### config.mk
export PLATFORM = sky130hd
export DESIGN_NAME = demod_seq
export DESIGN_NICKNAME = d
export VERILOG_FILES = /design/src/rtl/fm_demod_pkg.sv /design/src/rtl/iq_assembler.sv /design/src/rtl/demod_seq.sv
export SDC_FILE = /design/constraint.sdc
export NUM_CORES = 1
export LEC_CHECK = 0
export ABC_AREA = 1
export BUFFER_PORTS_ARGS = -buffer_cell sky130_fd_sc_hd__buf_2
export CORE_ASPECT_RATIO = 0.9
export CORE_MARGIN = 2
export CORE_UTILIZATION = 25
export DETAILED_ROUTE_END_ITERATION = 7
export GPL_TIMING_DRIVEN = 0
export MAX_ROUTING_LAYER = met4
export PLACE_DENSITY_LB_ADDON = 0.3
export SKIP_LAST_GASP = 1
export SLEW_MARGIN = 20
export SYNTH_ARGS = -nofsm -noshare
export SYNTH_HDL_FRONTEND = slang
export SYNTH_SLANG_ARGS = --single-unit
### constraint.sdc
create_clock -name clk -period 3.69 [get_ports clk]
set_input_delay 0.369 -clock clk [delete_from_list [all_inputs] [get_ports clk]]
set_output_delay 0.369 -clock clk [all_outputs]
set_load 0.03 [all_outputs]
### src/rtl/fm_demod_pkg.sv
// Shared types and widths for the FM demodulator front end.
package fm_demod_pkg;

  localparam int unsigned BYTES_PER_SAMPLE = 4;
  localparam int unsigned SAMPLE_W         = 32;
  localparam int unsigned BYTE_W           = 8;
  localparam int unsigned HALF_W           = SAMPLE_W / 2;
  localparam int unsigned BCNT_W           = $clog2(BYTES_PER_SAMPLE);

  typedef enum logic [1:0] {
    IDLE    = 2'd0,
    COLLECT = 2'd1,
    FLUSH   = 2'd2
  } state_e;

  // One IQ sample as presented to the pipeline: real half in the upper bits.
  typedef struct packed {
    logic [HALF_W-1:0] re;
    logic [HALF_W-1:0] im;
  } iq_sample_t;

  // Width of a counter holding values 0..n-1 (never narrower than one bit).
  function automatic int unsigned cnt_width(input int unsigned n);
    return (n < 2) ? 1 : $clog2(n);
  endfunction

endpackage

### src/rtl/iq_assembler.sv
// Packs UART bytes MSB first into 32-bit IQ words; drops stale partial words.
module iq_assembler
  import fm_demod_pkg::*;
#(
  parameter int unsigned TIMEOUT = 1024
) (
  input  logic                clk,
  input  logic                rst,
  input  logic                en_i,
  input  logic                drop_i,
  input  logic                byte_valid_i,
  input  logic [BYTE_W-1:0]   byte_i,
  output logic [SAMPLE_W-1:0] word_c,
  output logic                complete_c,
  output logic                frame_err_o
);

  localparam int unsigned SH_W  = SAMPLE_W - BYTE_W;
  localparam int unsigned TMO_W = cnt_width(TIMEOUT);

  logic [SH_W-1:0]   shreg_q, shreg_d;
  logic [BCNT_W-1:0] byte_cnt_q, byte_cnt_d;
  logic [TMO_W-1:0]  tmo_q, tmo_d;
  logic              frame_err_q, frame_err_d;

  // Byte shift, word completion, idle timeout and partial-word discard.
  always_comb begin
    shreg_d     = shreg_q;
    byte_cnt_d  = byte_cnt_q;
    tmo_d       = tmo_q;
    frame_err_d = 1'b0;
    complete_c  = 1'b0;
    word_c      = {shreg_q, byte_i};

    if (!en_i) begin
      byte_cnt_d = '0;
      tmo_d      = '0;
    end else begin
      if (byte_valid_i) begin
        shreg_d = {shreg_q[SH_W-BYTE_W-1:0], byte_i};
        tmo_d   = '0;
        if (byte_cnt_q == BCNT_W'(BYTES_PER_SAMPLE - 1)) begin
          complete_c = 1'b1;
          byte_cnt_d = '0;
        end else begin
          byte_cnt_d = byte_cnt_q + BCNT_W'(1);
        end
      end else if (byte_cnt_q != '0) begin
        // A byte in the expiry cycle takes the branch above, so it is never lost.
        if (tmo_q == TMO_W'(TIMEOUT - 1)) begin
          byte_cnt_d  = '0;
          tmo_d       = '0;
          frame_err_d = 1'b1;
        end else begin
          tmo_d = tmo_q + TMO_W'(1);
        end
      end

      // Stream stopped: a word completing this cycle still counts, anything partial is dropped.
      if (drop_i) begin
        byte_cnt_d = '0;
        tmo_d      = '0;
        if ((byte_cnt_q != '0) && !complete_c) begin
          frame_err_d = 1'b1;
        end
      end
    end
  end

  // Assembler state registers.
  always_ff @(posedge clk or negedge rst) begin
    if (!rst) begin
      shreg_q     <= '0;
      byte_cnt_q  <= '0;
      tmo_q       <= '0;
      frame_err_q <= 1'b0;
    end else begin
      shreg_q     <= shreg_d;
      byte_cnt_q  <= byte_cnt_d;
      tmo_q       <= tmo_d;
      frame_err_q <= frame_err_d;
    end
  end

  assign frame_err_o = frame_err_q;

endmodule

### src/rtl/demod_seq.sv
// Demod pipeline sequencer: sample strobes, packet flush and output-valid marking.
module demod_seq
  import fm_demod_pkg::*;
#(
  parameter int unsigned PKT_SAMPLES = 1024,
  parameter int unsigned PIPE_DELAY  = 7,
  parameter int unsigned TIMEOUT     = 1024,
  parameter int unsigned FLUSH_GAP   = 4
) (
  input  logic                clk,
  input  logic                rst,
  input  logic                start_i,
  input  logic                byte_valid_i,
  input  logic [BYTE_W-1:0]   byte_i,
  output logic [SAMPLE_W-1:0] sample_o,
  output logic                sample_valid_o,
  output logic                out_valid_o,
  output logic                done_o,
  output logic                frame_err_o,
  output logic                overrun_o,
  output logic                busy_o
);

  localparam int unsigned CNT_W = $clog2(PKT_SAMPLES + PIPE_DELAY + 1);
  localparam int unsigned GAP_W = cnt_width(FLUSH_GAP);
  localparam int unsigned FL_W  = cnt_width(PIPE_DELAY + 1);

  state_e           state_q, state_d;
  logic [CNT_W-1:0] samp_cnt_q, samp_cnt_d;
  logic [CNT_W-1:0] strobe_cnt_q, strobe_cnt_d;
  logic [GAP_W-1:0] gap_cnt_q, gap_cnt_d;
  logic [FL_W-1:0]  flush_cnt_q, flush_cnt_d;
  iq_sample_t       sample_q, sample_d;
  logic             sample_valid_q, sample_valid_d;
  logic             ov_pend_q, ov_pend_d;
  logic             out_valid_q, out_valid_d;
  logic             done_q, done_d;
  logic             overrun_q, overrun_d;
  logic             busy_q, busy_d;

  logic                en_c;
  logic                drop_c;
  logic [SAMPLE_W-1:0] word_c;
  logic                complete_c;

  assign en_c   = (state_q == COLLECT);
  assign drop_c = en_c && !start_i;

  iq_assembler #(
    .TIMEOUT (TIMEOUT)
  ) u_asm (
    .clk          (clk),
    .rst          (rst),
    .en_i         (en_c),
    .drop_i       (drop_c),
    .byte_valid_i (byte_valid_i),
    .byte_i       (byte_i),
    .word_c       (word_c),
    .complete_c   (complete_c),
    .frame_err_o  (frame_err_o)
  );

  // Next state, counters and strobe generation.
  always_comb begin
    state_d        = state_q;
    samp_cnt_d     = samp_cnt_q;
    strobe_cnt_d   = strobe_cnt_q;
    gap_cnt_d      = gap_cnt_q;
    flush_cnt_d    = flush_cnt_q;
    sample_d       = sample_q;
    sample_valid_d = 1'b0;
    done_d         = 1'b0;
    overrun_d      = overrun_q;
    out_valid_d    = ov_pend_q;

    case (state_q)
      IDLE: begin
        samp_cnt_d   = '0;
        strobe_cnt_d = '0;
        gap_cnt_d    = '0;
        flush_cnt_d  = '0;
        if (start_i) begin
          state_d   = COLLECT;
          overrun_d = 1'b0;
        end
      end

      COLLECT: begin
        if (complete_c) begin
          sample_d       = word_c;
          sample_valid_d = 1'b1;
          samp_cnt_d     = samp_cnt_q + CNT_W'(1);
          strobe_cnt_d   = strobe_cnt_q + CNT_W'(1);
        end
        // Full packet and stream stop may coincide; either way one entry into FLUSH.
        if ((complete_c && (samp_cnt_q == CNT_W'(PKT_SAMPLES - 1))) || !start_i) begin
          state_d     = FLUSH;
          gap_cnt_d   = '0;
          flush_cnt_d = '0;
        end
      end

      FLUSH: begin
        if (byte_valid_i) begin
          overrun_d = 1'b1;
        end
        if (gap_cnt_q == GAP_W'(FLUSH_GAP - 1)) begin
          gap_cnt_d      = '0;
          sample_d       = '0;
          sample_valid_d = 1'b1;
          strobe_cnt_d   = strobe_cnt_q + CNT_W'(1);
          flush_cnt_d    = flush_cnt_q + FL_W'(1);
          if (flush_cnt_q == FL_W'(PIPE_DELAY - 1)) begin
            state_d = IDLE;
            done_d  = 1'b1;
          end
        end else begin
          gap_cnt_d = gap_cnt_q + GAP_W'(1);
        end
      end

      default: begin
        state_d = IDLE;
      end
    endcase

    // Strobe k drives a real pipeline output once the first PIPE_DELAY strobes have filled it.
    ov_pend_d = sample_valid_d && (strobe_cnt_q >= CNT_W'(PIPE_DELAY));
    busy_d    = (state_d != IDLE);
  end

  // Sequencer registers; reset aborts any packet in progress.
  always_ff @(posedge clk or negedge rst) begin
    if (!rst) begin
      state_q        <= IDLE;
      samp_cnt_q     <= '0;
      strobe_cnt_q   <= '0;
      gap_cnt_q      <= '0;
      flush_cnt_q    <= '0;
      sample_q       <= '0;
      sample_valid_q <= 1'b0;
      ov_pend_q      <= 1'b0;
      out_valid_q    <= 1'b0;
      done_q         <= 1'b0;
      overrun_q      <= 1'b0;
      busy_q         <= 1'b0;
    end else begin
      state_q        <= state_d;
      samp_cnt_q     <= samp_cnt_d;
      strobe_cnt_q   <= strobe_cnt_d;
      gap_cnt_q      <= gap_cnt_d;
      flush_cnt_q    <= flush_cnt_d;
      sample_q       <= sample_d;
      sample_valid_q <= sample_valid_d;
      ov_pend_q      <= ov_pend_d;
      out_valid_q    <= out_valid_d;
      done_q         <= done_d;
      overrun_q      <= overrun_d;
      busy_q         <= busy_d;
    end
  end

  assign sample_o       = sample_q;
  assign sample_valid_o = sample_valid_q;
  assign out_valid_o    = out_valid_q;
  assign done_o         = done_q;
  assign overrun_o      = overrun_q;
  assign busy_o         = busy_q;

endmodule

# Word-level counts from Yosys, hierarchy flattened
# Cells that the tools add are included.
[totals] register_bits=104 inputBits=12
[classes] n_addsub=6 order_cmp=1 n_eq_ne=14 mux=49 n_reduce_logical=22
[ops] cell="2-to-1 mux 32 bit" n=2
[ops] cell="one-hot mux 32 bit (2 select lines)" n=1
[ops] cell="2-to-1 mux 10 bit" n=5
[ops] cell="2-to-1 mux 11 bit" n=3
[ops] cell="one-hot mux 11 bit (3 select lines)" n=1
[ops] cell="2-to-1 mux 2 bit" n=12
[ops] cell="adder 11 x 1 -> 11 bit (second input constant)" n=2
[ops] cell="one-hot mux 11 bit (2 select lines)" n=1
[ops] cell="2-to-1 mux 1 bit" n=17
[ops] cell="one-hot mux 2 bit (3 select lines)" n=2
[ops] cell="AND reduction 3 bit" n=4
[ops] cell="== test 11 x 10 -> 1 bit (second input constant)" n=1
[ops] cell="greater-or-equal comparator 11 x 3 -> 1 bit (second input constant)" n=1
[ops] cell="adder 10 x 1 -> 10 bit (second input constant)" n=1
[ops] cell="== test 10 bit (second input constant)" n=1
[ops] cell="nonzero test 2 bit" n=5
[ops] cell="one-hot mux 3 bit (3 select lines)" n=1
[ops] cell="!= test 4 x 2 -> 1 bit (second input constant)" n=2
[ops] cell="AND reduction 2 bit" n=4
[ops] cell="== test 2 bit (second input constant)" n=3
[ops] cell="2-to-1 mux 3 bit" n=2
[ops] cell="!= test 2 bit (second input constant)" n=3
[ops] cell="adder 2 x 1 -> 2 bit (second input constant)" n=2
[ops] cell="logical AND 1 bit" n=4
[ops] cell="9 further kinds" n=12

# Longest topological paths before layout
# Gate-level depths: netlist (run 1).
[logic_depth] depth_word=10 ltp_mapped=11

# By module
# From an unflattened synthesis (run 1), not the netlist that was laid out.
[unflattened] hier_cells=616 hier_area_um2=5107.4
[modules_own_cells] module="demod_seq" n_inst=1 cells_each=407 area_per_inst_um2=3313.2 seq_area_each_um2=1676.6
[modules_own_cells] module="iq_assembler" n_inst=1 cells_each=209 area_per_inst_um2=1794.2 seq_area_each_um2=925.9

# Worst setup path after synthesis (run 1)
# OpenSTA, ideal clock, no wires.
[synth_path] path_type="register to register" from="register state_q[0]" to="register sample_q (netlist bit sample_o[2])" arrival_ns=1.420 required_time_ns=3.561 setup_slack_ns=2.142 stages_incl_launch_ff=8 n_path_buf=2 synth_period_minus_slack_ns=1.548 path_cell_list="dfrtp_1 -> inv_1 -> ha_1 -> clkbuf_1 -> nand2_2 -> clkbuf_2 -> o21ai_0 -> o21ai_0"
[synth_via] elab_chain_len=4 word_cells_on_any_way=8 cone_classes="eq/ne: 4; mux: 2; reduce/logical: 2"
[synth_lines] element="from (decl)" line="demod_seq.sv:28" text="state_e state_q, state_d;"
[synth_lines] element="from (signal assigned)" line="demod_seq.sv:148" text="state_q <= state_d;"
[synth_lines] element="== test 2 x 1 -> 1 bit" line="demod_seq.sv:46, demod_seq.sv:76"
[synth_lines] element="2-to-1 mux 1 bit" line="iq_assembler.sv:35" text="if (!en_i) begin"
[synth_lines] element="!= test 2 x 1 -> 1 bit (no line)"
[synth_lines] element="AND reduction 3 bit (no line)"
[synth_lines] element="to (signal assigned)" line="demod_seq.sv:153" text="sample_q <= sample_d;"
[synth_lines] element="to (decl)" line="demod_seq.sv:33" text="iq_sample_t sample_q, sample_d;"
# Several ways; a longest one is shown, not always the timed one.
# A chain may end at the register's enable or synchronous reset.

# Worst setup path in the final report (run 1)
[layout_path] from="register state_q[1]" to="register sample_q (netlist bit sample_o[23])"
# The elaborated chain is that of the path after synthesis.

==> results of run 1 <==
[cell type report]
type / count / area [um2] / share of cell area
flip-flops and latches: 104 / 2600 / 0.449
multi-input cells: 361 / 1880 / 0.323
repair buffers: 50 / 284 / 0.0490
plain buffers: 19 / 108 / 0.0186
inverters: 79 / 297 / 0.0511
well taps: 250 / 313 / 0.0539
clock inverters: 7 / 95.1 / 0.0164
clock buffers: 9 / 225 / 0.0388
[cell usage after synthesis]
cell type	count
nand2_1	113
dfrtp_1	104
inv_1	73
o21ai_0	70
o21ai_1	36
nor2_1	33
nand3_1	30
a21oi_1	17
ha_1	12
nand4_1	12
clkbuf_1	7
nand2_2	7
inv_2	6
buf_4	4
nor2_2	4
clkbuf_2	3
nand3_4	3
nand3b_1	3
nor3_1	3
xor2_1	3
a21oi_2	2
buf_2	2
buf_6	2
nor2_8	2
o21bai_1	2
a22oi_1	1
a31oi_1	1
buf_1	1
nand2_4	1
nand3_2	1
nor2_4	1
nor3_2	1
nor4_1	1
o211ai_1	1
xnor2_1	1
[worst reg2reg max path, stage by stage (launching register included)]
cell,delay (ns)
dfrtp_1,0.38
inv_1,0.09
ha_1,0.27
clkbuf_1,0.38
nand2_2,0.24
clkbuf_2,0.25
o21ai_0,0.19
o21ai_1,0.08
[cells by family (layout without fill, tap and decap cells)]
logic type,after synthesis,in the layout,synth area share
flops,104,104,0.533
fa+ha+maj,12,12,0.0308
simple gates,215,215,0.209
buf+inv,98,164,0.0828
compound gates,130,130,0.137
xor+xnor,4,4,0.00718
[power groups by stage]
stage,Clock [W],Sequential [W],Combinational (W)
5_1_grt,0.00109,0.00166,0.00199
2_1_floorplan,0,0.00188,0.000989
6_report,0.00101,0.00162,0.00178
4_1_cts,0.00104,0.00162,0.00181
3_5_place_dp,0,0.00164,0.00181
3_3_place_gp,0,0.00164,0.00178
[stage by stage]
step | area [um2] | worst slack (ns) | utilization | instances
CTS | 5800 | 1.69 | 0.303 | 879
finish | 5800 | 1.70 | 0.303 | 879
global route | 5800 | 1.50 | 0.303 | 879
global placement | 5440 | 0.944 | 0.284 | 861
detailed placement | 5470 | 1.70 | 0.285 | 862
floorplan | 4880 | 2.14 | - | 563
[metal layers]
metal | vias to the layer above | part of all wire | GRT usage
met5 | - | 0 | -
met4 | 0 | 0.0060 | 0.0218
met3 | 6 | 0.034 | 0.0267
met2 | 60 | 0.43 | 0.176
met1 | 1821 | 0.53 | 0.171
li1 | 1952 | - | -
[state kept, by name, summed over array words and instances, names as in the netlist]
name	cells
u_asm.tmo_q	10
state_q	2
busy_o	1
u_asm.frame_err_o	1
sample_valid_o	1
u_asm.byte_cnt_q	2
gap_cnt_q	2
out_valid_d	1
strobe_cnt_q	11
u_asm.shreg_q	24
sample_o	32
out_valid_o	1
flush_cnt_q	3
done_o	1
overrun_o	1
samp_cnt_q	11
[worst min path at each step]
stage                                startpoint                          end  slack (ns)  depth (start not counted)
after floorplan                             rst             busy_o$_DFF_PN0_        0.07                          0
after global placement    out_valid_d$_DFF_PN0_        out_valid_o$_DFF_PN0_        0.33                          0
after detailed placement                    rst  u_asm.frame_err_o$_DFF_PN0_        0.33                          1
after CTS                             byte_i[6]      sample_o[6]$_DFFE_PN0P_        0.27                          3
after global routing                  byte_i[4]      sample_o[4]$_DFFE_PN0P_        0.28                          3
final                                 byte_i[5]      sample_o[5]$_DFFE_PN0P_        0.27                          3
==> impl_metrics.toml, run 1 <==
[outcome]
status = "complete, no violations"

[yosys]
netlist_top_cells_area = "dfrtp_1 (53%), nand2_1 (8.7%), o21ai_0 (7.2%)"
synth_seq_area_share = 0.533
syn_avg_cell_area_um2 = 8.67
yosysTopAreaCellShare = 0.533
syn-cell-area_um2 = 4880
netlist-cell-type-count = 35
yosys_warnings = 0
ys_ff_latch = 104
synth_top_area_cell = "dfrtp_1"
syn_inst = 563
synth_nets = 587

[worst_setup_path]
endpoint_kind = "register"
critPathKind = "reg -> reg"
crit_slowest_cell = "dfrtp_1"
worst-r2r-setup-slack_ns = 1.70
crit_buf_inv = 3
critPathArrivalTime_ns = 2.22
endpoint = "sample_o[23]$_DFFE_PN0P_"
r2r_cells = 7
crit_required_ns = 3.92
crit_family = "buffers and inverters"
crit_fanout = 10
slowest_delay_ns = 0.38
reg2reg_from = "state_q[1]$_DFF_PN0_"
crit_cells = 7
critical_path.cell_chain = "inv_1 -> ha_1 -> clkbuf_1 -> nand2_2 -> clkbuf_2 -> o21ai_0 -> o21ai_1"
worstReg2RegEnd = "sample_o[23]$_DFFE_PN0P_"
startpoint = "state_q[1]$_DFF_PN0_"
critPathLaunchType = "register"

[floorplanning]
core-area_um2 = 19200
die_w_um = 151
rows = 48
die_area_um2 = 20700
die_h_um = 137
io-pin-count = 50
initial_core_util = 0.255

[placed_design]
dp_hpwl_mm = 8.10
place.gp.congestion = 0.769
io_buffers = 48

[power_and_ir_drop]
switching_share = 0.431
p_switching_w = 0.00190
clockPowerShare = 0.230
seq_power_share = 0.367
pwr-share-comb = 0.403
powerDensity_nw_per_um2 = 761
p_leak_nw = 2.83
ir_worst_vdd_uv = 340
p_total_w = 0.00442
power.internal_w = 0.00251

[grt]
overflow = 0
grt_first_pass_wirelength_mm = 19.0
grt_antenna_before_repair = 0
grt_max_degree = 62
grt_use_total = 0.120
grt_pass1_vias = 3760

[detailed_routing]
avgViaCountPerCell = 4.37
drtAntennaViolNets = 0
vias = 3839
drc = 0
drt_iter0_markers = 210
routedWlPerCell_um = 12.8
wl_mm = 11.3
drt_first_pass_iters = 6

[timing]
max_freq_mhz = 503
rsz0062_at_grt = "false"
max-slew-margin-rel = 0.663
setup_tns_ns = 0
drv_slew = 0
tightestPinTransition_ns = 0.506
holdWs_ns = 0.275
setup_violations = 0
period_needed_ns = 1.99
hold_violations = 0
worst_clock_skew_ns = 0.00815
post-route-period-util = 0.539

[cts]
clock-root-buffer = "clkbuf_16"
cts_buffers = 9
ctsHtreeMaxLevel = 3
cts_hold_buf = 1
ctsResizeCount = 0
cts_setup_buffers = 0
cts.sinks = 104
clk_pin_slew_worst_paths_ns = 0.08
tritoncts = "yes"
cts.path.max_buffers = 2
insertion_delay_ns = 0.35

[min_path]
hold_path_class = "in -> reg"

[cells_and_area]
final_cell_mix = "nand2_1 (113), dfrtp_1 (104), inv_1 (73), o21ai_0 (70), buf_2 (49)"
fillers = 2020
layout_commonest_cell = "nand2_1"
drive_gt1_frac = 0.165
num_antenna_cells = 0
final_nets = 648
syn_to_final_growth_pct = 18.8

[flow_run]
cap_violations = 0
No activity file was read; power rests on OpenSTA's default activity.
==> run 2: changes to the inputs <==
ABC_AREA = 0   (was 1)
clock period = 1.72 ns   (was 3.69 ns; I/O delays follow)
==> run 2 against run 1 <==
The flow now finishes with violations (setup timing). Cell count shrank 19%. Sequential share of layout area shrank 0.67 points. Die area shrank 7.1%. First-iteration DRC count shrank 42%. Power grew 130%. Fmax grew 1.3%. Core utilization grew 3.1 points. Largest cell class unchanged. Worst setup slack lost 1.9 ns. Critical endpoint is now strobe_cnt_q[10]$_DFFE_PN0P_. Sequential power grew 130%. Design area grew 1.6%. Count of clock-buffer cells in the layout is the same. Register-to-register slack lost 1.9 ns.
==> impl_metrics.toml, run 2 <==
[placed_design]
dp_hpwl_mm = 6.91
place.gp.congestion = 0.735
dp_slack_ns = -0.865
io_buffers = 48

[cells_and_area]
largest_reg_flops = 32
layout_commonest_cell = "dfrtp_1"
drive_gt1_frac = 0.355
num_antenna_cells = 0
final_cell_mix = "dfrtp_1 (102), buf_2 (47), a22o_1 (33), mux2_2 (25), nor2_1 (24)"
final_nets = 490
syn_to_final_growth_pct = 30.2

[detailed_routing]
routedWlPerCell_um = 14.6
wl_mm = 10.4
drt_iter0_markers = 122
drc = 0
routed-wl-met2_mm = 4.72
wl_met3_um = 262
avgViaCountPerCell = 4.67
drtAntennaViolNets = 0
drt_first_pass_iters = 4
top_layer = "met4"
wl_met1_mm = 5.16
vias = 3319

[outcome]
violations = "setup timing"
status = "complete, but fails checks"

[cts]
cts.sinks = 104
clk_pin_slew_worst_paths_ns = 0.07
insertion_delay_ns = 0.35
cts.path.max_buffers = 2
clock-root-buffer = "clkbuf_16"
cts_buffers = 9
tritoncts = "yes"
ctsHtreeMaxLevel = 3

[floorplanning]
die_w_um = 146
initial_core_util = 0.256
die_area_um2 = 19200
core-area_um2 = 17700
die_h_um = 132
rows = 46
io-pin-count = 50

[power_and_ir_drop]
powerDensity_nw_per_um2 = 1740
power.internal_w = 0.00637
ir_worst_vdd_uv = 846
p_switching_w = 0.00387
clockPowerShare = 0.209
p_total_w = 0.0102
p_leak_nw = 2.58
seq_power_share = 0.365
switching_share = 0.378
pwr-share-comb = 0.426

[timing]
rsz0062_at_grt = "true"
setup_violations = 67
holdWs_ns = 0.0529
max-slew-margin-rel = 0.722
post-route-period-util = 1.14
period_needed_ns = 1.96
setup_ws_ns = -0.244
drv_slew = 0
setup_tns_ns = -9.76
hold_violations = 0
tightestPinTransition_ns = 0.417
max_freq_mhz = 509
worst_clock_skew_ns = 0.00691

[yosys]
netlist-cell-type-count = 45
syn_inst = 389
netlist_top_cells_count = "dfrtp_1 (104), a22o_1 (33), nor2_1 (26)"
syn_avg_cell_area_um2 = 11.6
yosysMostFrequentCell = "dfrtp_1"
ys_ff_latch = 104
syn-cell-area_um2 = 4530
synth_nets = 413
synth-main-ff-cell = "dfrtp_1"
netlist_top_cells_area = "dfrtp_1 (57%), a22o_1 (6.4%), mux2_2 (6.2%)"
yosysTopAreaCellShare = 0.575
synth_seq_area_share = 0.575
async_flop_share = 1.00
synth_top_area_cell = "dfrtp_1"
yosys_warnings = 0
synth-edff-count = 0

[worst_setup_path]
critical_path.cell_chain = "inv_2 -> ha_4 -> a21boi_4 -> or4_4 -> or4_4 -> a21oi_2"
crit_fanout = 8
critPathKind = "reg -> reg"
slowest_delay_ns = 0.54
critPathArrivalTime_ns = 2.25
endpoint_kind = "register"
critPathLaunchType = "register"
crit_slowest_cell = "or4_4"
crit_required_ns = 2.01
crit_top_cell = "or4_4"

[grt]
overflow = 0
grt_max_degree = 62
grt_pass1_vias = 3320
grt_first_pass_wirelength_mm = 17.3
grt_antenna_before_repair = 0
grt_use_total = 0.115

[flow_run]
cap_violations = 0

[min_path]
hold_path_class = "in -> reg"
run 2: cell count changes in the layout (fill, tap and decap cells not counted), moves of 8 or more:
cell | previous run | this run
a22o_1 | 0 | 33
or3_1 | 0 | 8
o21ai_0 | 70 | 15
o21ai_1 | 36 | 1
nand2_1 | 113 | 21
mux2_2 | 0 | 25
inv_1 | 73 | 8
nand3_1 | 30 | 14
buf_4 | 4 | 19
nor2_1 | 33 | 24
run 2: what timing repair did:
item	4_1_cts	5_1_grt
setup buffers	16	5
cloned	3	0
endpoints found under the setup margin	89	80
gates resized for setup	51	27
pin swaps	16	11
hold endpoints to repair	43	0
hold buffers	1	0
run 2: layout make-up:
type / instances / area, um2
Fill cell: 1785 / 11800
Sequential cell: 104 / 2610
Multi-Input combinational cell: 256 / 2030
Timing Repair Buffer: 74 / 498
Tap cell: 240 / 300
Clock buffer: 9 / 225
Buffer: 11 / 118
Clock inverter: 7 / 83.8
Inverter: 10 / 37.5
run 2: worst paths after layout:
path,from,endpoint,slack [ns],cells after the start
max,state_q[1]$_DFF_PN0_,strobe_cnt_q[10]$_DFFE_PN0P_,-0.24,6
min,byte_i[6],sample_o[6]$_DFFE_PN0P_,0.05,2
max reg2reg,state_q[1]$_DFF_PN0_,strobe_cnt_q[10]$_DFFE_PN0P_,-0.24,6
min reg2reg,out_valid_d$_DFF_PN0_,out_valid_o$_DFF_PN0_,0.37,0
max in group asynchronous,rst,state_q[1]$_DFF_PN0_,0.75,3
min in group asynchronous,rst,sample_o[7]$_DFFE_PN0P_,0.31,2
run 2: logic make-up (layout without fill, tap and decap cells):
| logic type | after synthesis | count (layout) | synth area share |
|---|---|---|---|
| AO/OA/AOI/OAI | 84 | 84 | 0.133 |
| XOR/XNOR | 13 | 13 | 0.0252 |
| adder cells (fa/ha/maj) | 12 | 12 | 0.0332 |
| buffers and inverters | 29 | 111 | 0.0254 |
| flip-flops | 104 | 104 | 0.575 |
| multiplexers | 25 | 25 | 0.0622 |
| AND/OR/NAND/NOR | 122 | 122 | 0.146 |
run 2: critical path, delay by kind of cell (launching register included):
kind,cells,cell delay [ns]
flip-flops,1,0.43
AO/OA/AOI/OAI,2,0.28
AND/OR/NAND/NOR,2,0.97
buffers and inverters,1,0.07
adder cells (fa/ha/maj),1,0.16
run 2: stage by stage:
step	util	area, um2	std cells
3_5_place_dp	0.292	5160	678
3_3_place_gp	0.290	5120	677
4_1_cts	0.328	5790	708
6_report	0.334	5890	711
2_1_floorplan	-	4580	389
5_1_grt	0.334	5890	711
run 2: power by group through the flow:
stage          clock, W  sequential (W)  combinational, W
6_report        0.00214         0.00374           0.00436
5_1_grt         0.00233         0.00383           0.00471
4_1_cts         0.00221         0.00373           0.00421
3_5_place_dp          0         0.00376           0.00359
3_3_place_gp          0         0.00374           0.00351
2_1_floorplan         0         0.00435           0.00189
run 2: layer usage:
layer | track usage | vias up
li1 | - | 1578
met1 | 0.156 | 1674
met2 | 0.167 | 52
met3 | 0.0226 | 15
met4 | 0.0490 | 0
met5 | - | -
==> run 3: changes to the inputs <==
BUFFER_PORTS_ARGS = -buffer_cell sky130_fd_sc_hd__buf_4   (was -buffer_cell sky130_fd_sc_hd__buf_2)
REMOVE_ABC_BUFFERS = 1   (was not set)
==> run 3 against run 2 <==
Largest cell class unchanged. Routed wire length rose by 4.0%. The flow still finishes with violations (setup timing). Clock skew barely moved. Sequential power barely moved. Critical path type unchanged. Worst hold slack got worse by 0.0021 ns. Sequential share of layout area fell by 0.68 points.
==> impl_metrics.toml, run 3 (synthesized netlist as in run 2, its figures left out) <==
[timing]
setup_ws_ns = -0.308
max-slew-margin-rel = 0.369
setup_violations = 52
rsz0062_at_grt = "true"
period_needed_ns = 2.03
post-route-period-util = 1.18
max_freq_mhz = 493
hold_violations = 0
drv_slew = 0
holdWs_ns = 0.0508
worst_clock_skew_ns = 0.00651
tightestPinTransition_ns = 0.946

[grt]
grt_antenna_before_repair = 0
grt_max_degree = 105
grt_pass1_vias = 3430
overflow = 0
grt_first_pass_wirelength_mm = 17.9
grt_use_total = 0.119

[power_and_ir_drop]
pwr-share-comb = 0.465
seq_power_share = 0.347
ir_worst_vdd_uv = 753
powerDensity_nw_per_um2 = 1780
clockPowerShare = 0.187
p_switching_w = 0.00399
p_leak_nw = 2.58
power.internal_w = 0.00668
switching_share = 0.374

[outcome]
status = "complete, but fails checks"
violations = "setup timing"

[cts]
clk_pin_slew_worst_paths_ns = 0.07
tritoncts = "yes"
ctsHtreeMaxLevel = 3
cts.path.max_buffers = 2
clock-root-buffer = "clkbuf_16"
cts.sinks = 104
cts_buffers = 9
insertion_delay_ns = 0.34

[cells_and_area]
final_cell_mix = "dfrtp_1 (102), buf_4 (62), a22o_1 (33), mux2_2 (25), nor2_1 (24)"
layout_commonest_cell = "dfrtp_1"
num_antenna_cells = 0
finalNonFillerCells = 709
drive_gt1_frac = 0.333
final_nets = 488
syn_to_final_growth_pct = 32.2
largest_reg_flops = 32
fin_util = 0.339
fillers = 1786

[min_path]
worstHoldPathCells = 2
hold_path_class = "in -> reg"

[placed_design]
io_buffers = 49
dp_hpwl_mm = 6.36
dp_cells = 663
place.gp.congestion = 0.780

[detailed_routing]
wl_mm = 10.8
drtAntennaViolNets = 0
vias = 3359
drc = 0
drt_first_pass_iters = 6
routedWlPerCell_um = 15.2
avgViaCountPerCell = 4.74
drt_iter0_markers = 190

[worst_setup_path]
critPathArrivalTime_ns = 2.30
critPathKind = "reg -> reg"
slowest_delay_ns = 0.48
critical_path.cell_chain = "buf_6 -> ha_4 -> nor2b_4 -> or4_4 -> or4_1 -> a21oi_1"
critPathLaunchType = "register"
endpoint_kind = "register"
crit_family = "simple AND/OR/NAND/NOR gates"
crit_buf_inv = 1
crit_cells = 6
crit_required_ns = 1.99
r2r_cells = 6
crit_fanout = 8
crit_slowest_cell = "or4_4"

[floorplanning]
core-area_um2 = 17700
die_w_um = 146
initial_core_util = 0.256
rows = 46
die_area_um2 = 19200
io-pin-count = 50
die_h_um = 132

[flow_run]
cap_violations = 0
-- run 3: cell types whose count changed in the layout (fill, tap and decap cells not counted), moves of 2 or more --
cell | previous run | this run
nand3_2 | 3 | 1
nand3_1 | 14 | 17
o21ai_2 | 2 | 0
clkbuf_2 | 3 | 0
a21oi_2 | 2 | 0
a21oi_1 | 13 | 15
buf_4 | 19 | 62
buf_8 | 7 | 2
nor4_2 | 2 | 0
buf_2 | 47 | 0
buf_6 | 4 | 13
o21ai_0 | 15 | 17
-- run 3: cell type report --
cell class | count | area [um2] | share of cell area
clock buffer | 10 | 239 | 0.0399
clock inverter | 6 | 50.0 | 0.00836
inverter | 10 | 40.0 | 0.00669
multi-input combinational | 258 | 2020 | 0.338
sequential | 104 | 2610 | 0.435
tap | 240 | 300 | 0.0502
timing repair buffer | 81 | 727 | 0.121
-- run 3: routing by layer --
layer	up-vias	GRT usage	wire length, um
li1	1579	-	-
met1	1709	0.154	4950
met2	58	0.184	5200
met3	13	0.0306	426
met4	0	0.0332	189
met5	-	-	0
-- run 3: stage by stage --
step	setup TNS [ns]	setup WS (ns)	power (W)	cell area, um2
6_report	-8.22	-0.308	0.0107	5990
5_1_grt	-12.13	-0.362	0.0113	5990
4_1_cts	-8.03	-0.286	0.0107	5910
3_5_place_dp	-47.74	-0.941	0.00750	5160
3_3_place_gp	-127.58	-3.00	0.00712	5120
2_1_floorplan	-53.55	-1.38	0.00607	4450
-- run 3: worst paths after layout --
check                                       from  slack, ns                            to
max reg2reg                 state_q[1]$_DFF_PN0_      -0.31  strobe_cnt_q[10]$_DFFE_PN0P_
min in group asynchronous                    rst       0.51    u_asm.tmo_q[8]$_DFFE_PN0P_
min                                    byte_i[0]       0.05       sample_o[0]$_DFFE_PN0P_
min reg2reg                out_valid_d$_DFF_PN0_       0.37         out_valid_o$_DFF_PN0_
max                         state_q[1]$_DFF_PN0_      -0.31  strobe_cnt_q[10]$_DFFE_PN0P_
max in group asynchronous                    rst       0.55          state_q[0]$_DFF_PN0_
-- run 3: power groups by stage --
stage                     Sequential [W]  Clock, W  Combinational (W)
after floorplan                  0.00434         0            0.00174
after global placement           0.00369         0            0.00343
after detailed placement         0.00372         0            0.00379
after CTS                        0.00370   0.00208            0.00487
after global routing             0.00380   0.00218            0.00530
final                            0.00371   0.00200            0.00496
-- run 3: what timing repair did --
item,in CTS,in global routing
buffers inserted,23,4
cloned,4,0
pin swaps,18,21
resized for setup,46,17
hold buffers,1,0
endpoints found under the setup margin,94,67
endpoints found under the hold margin,24,0
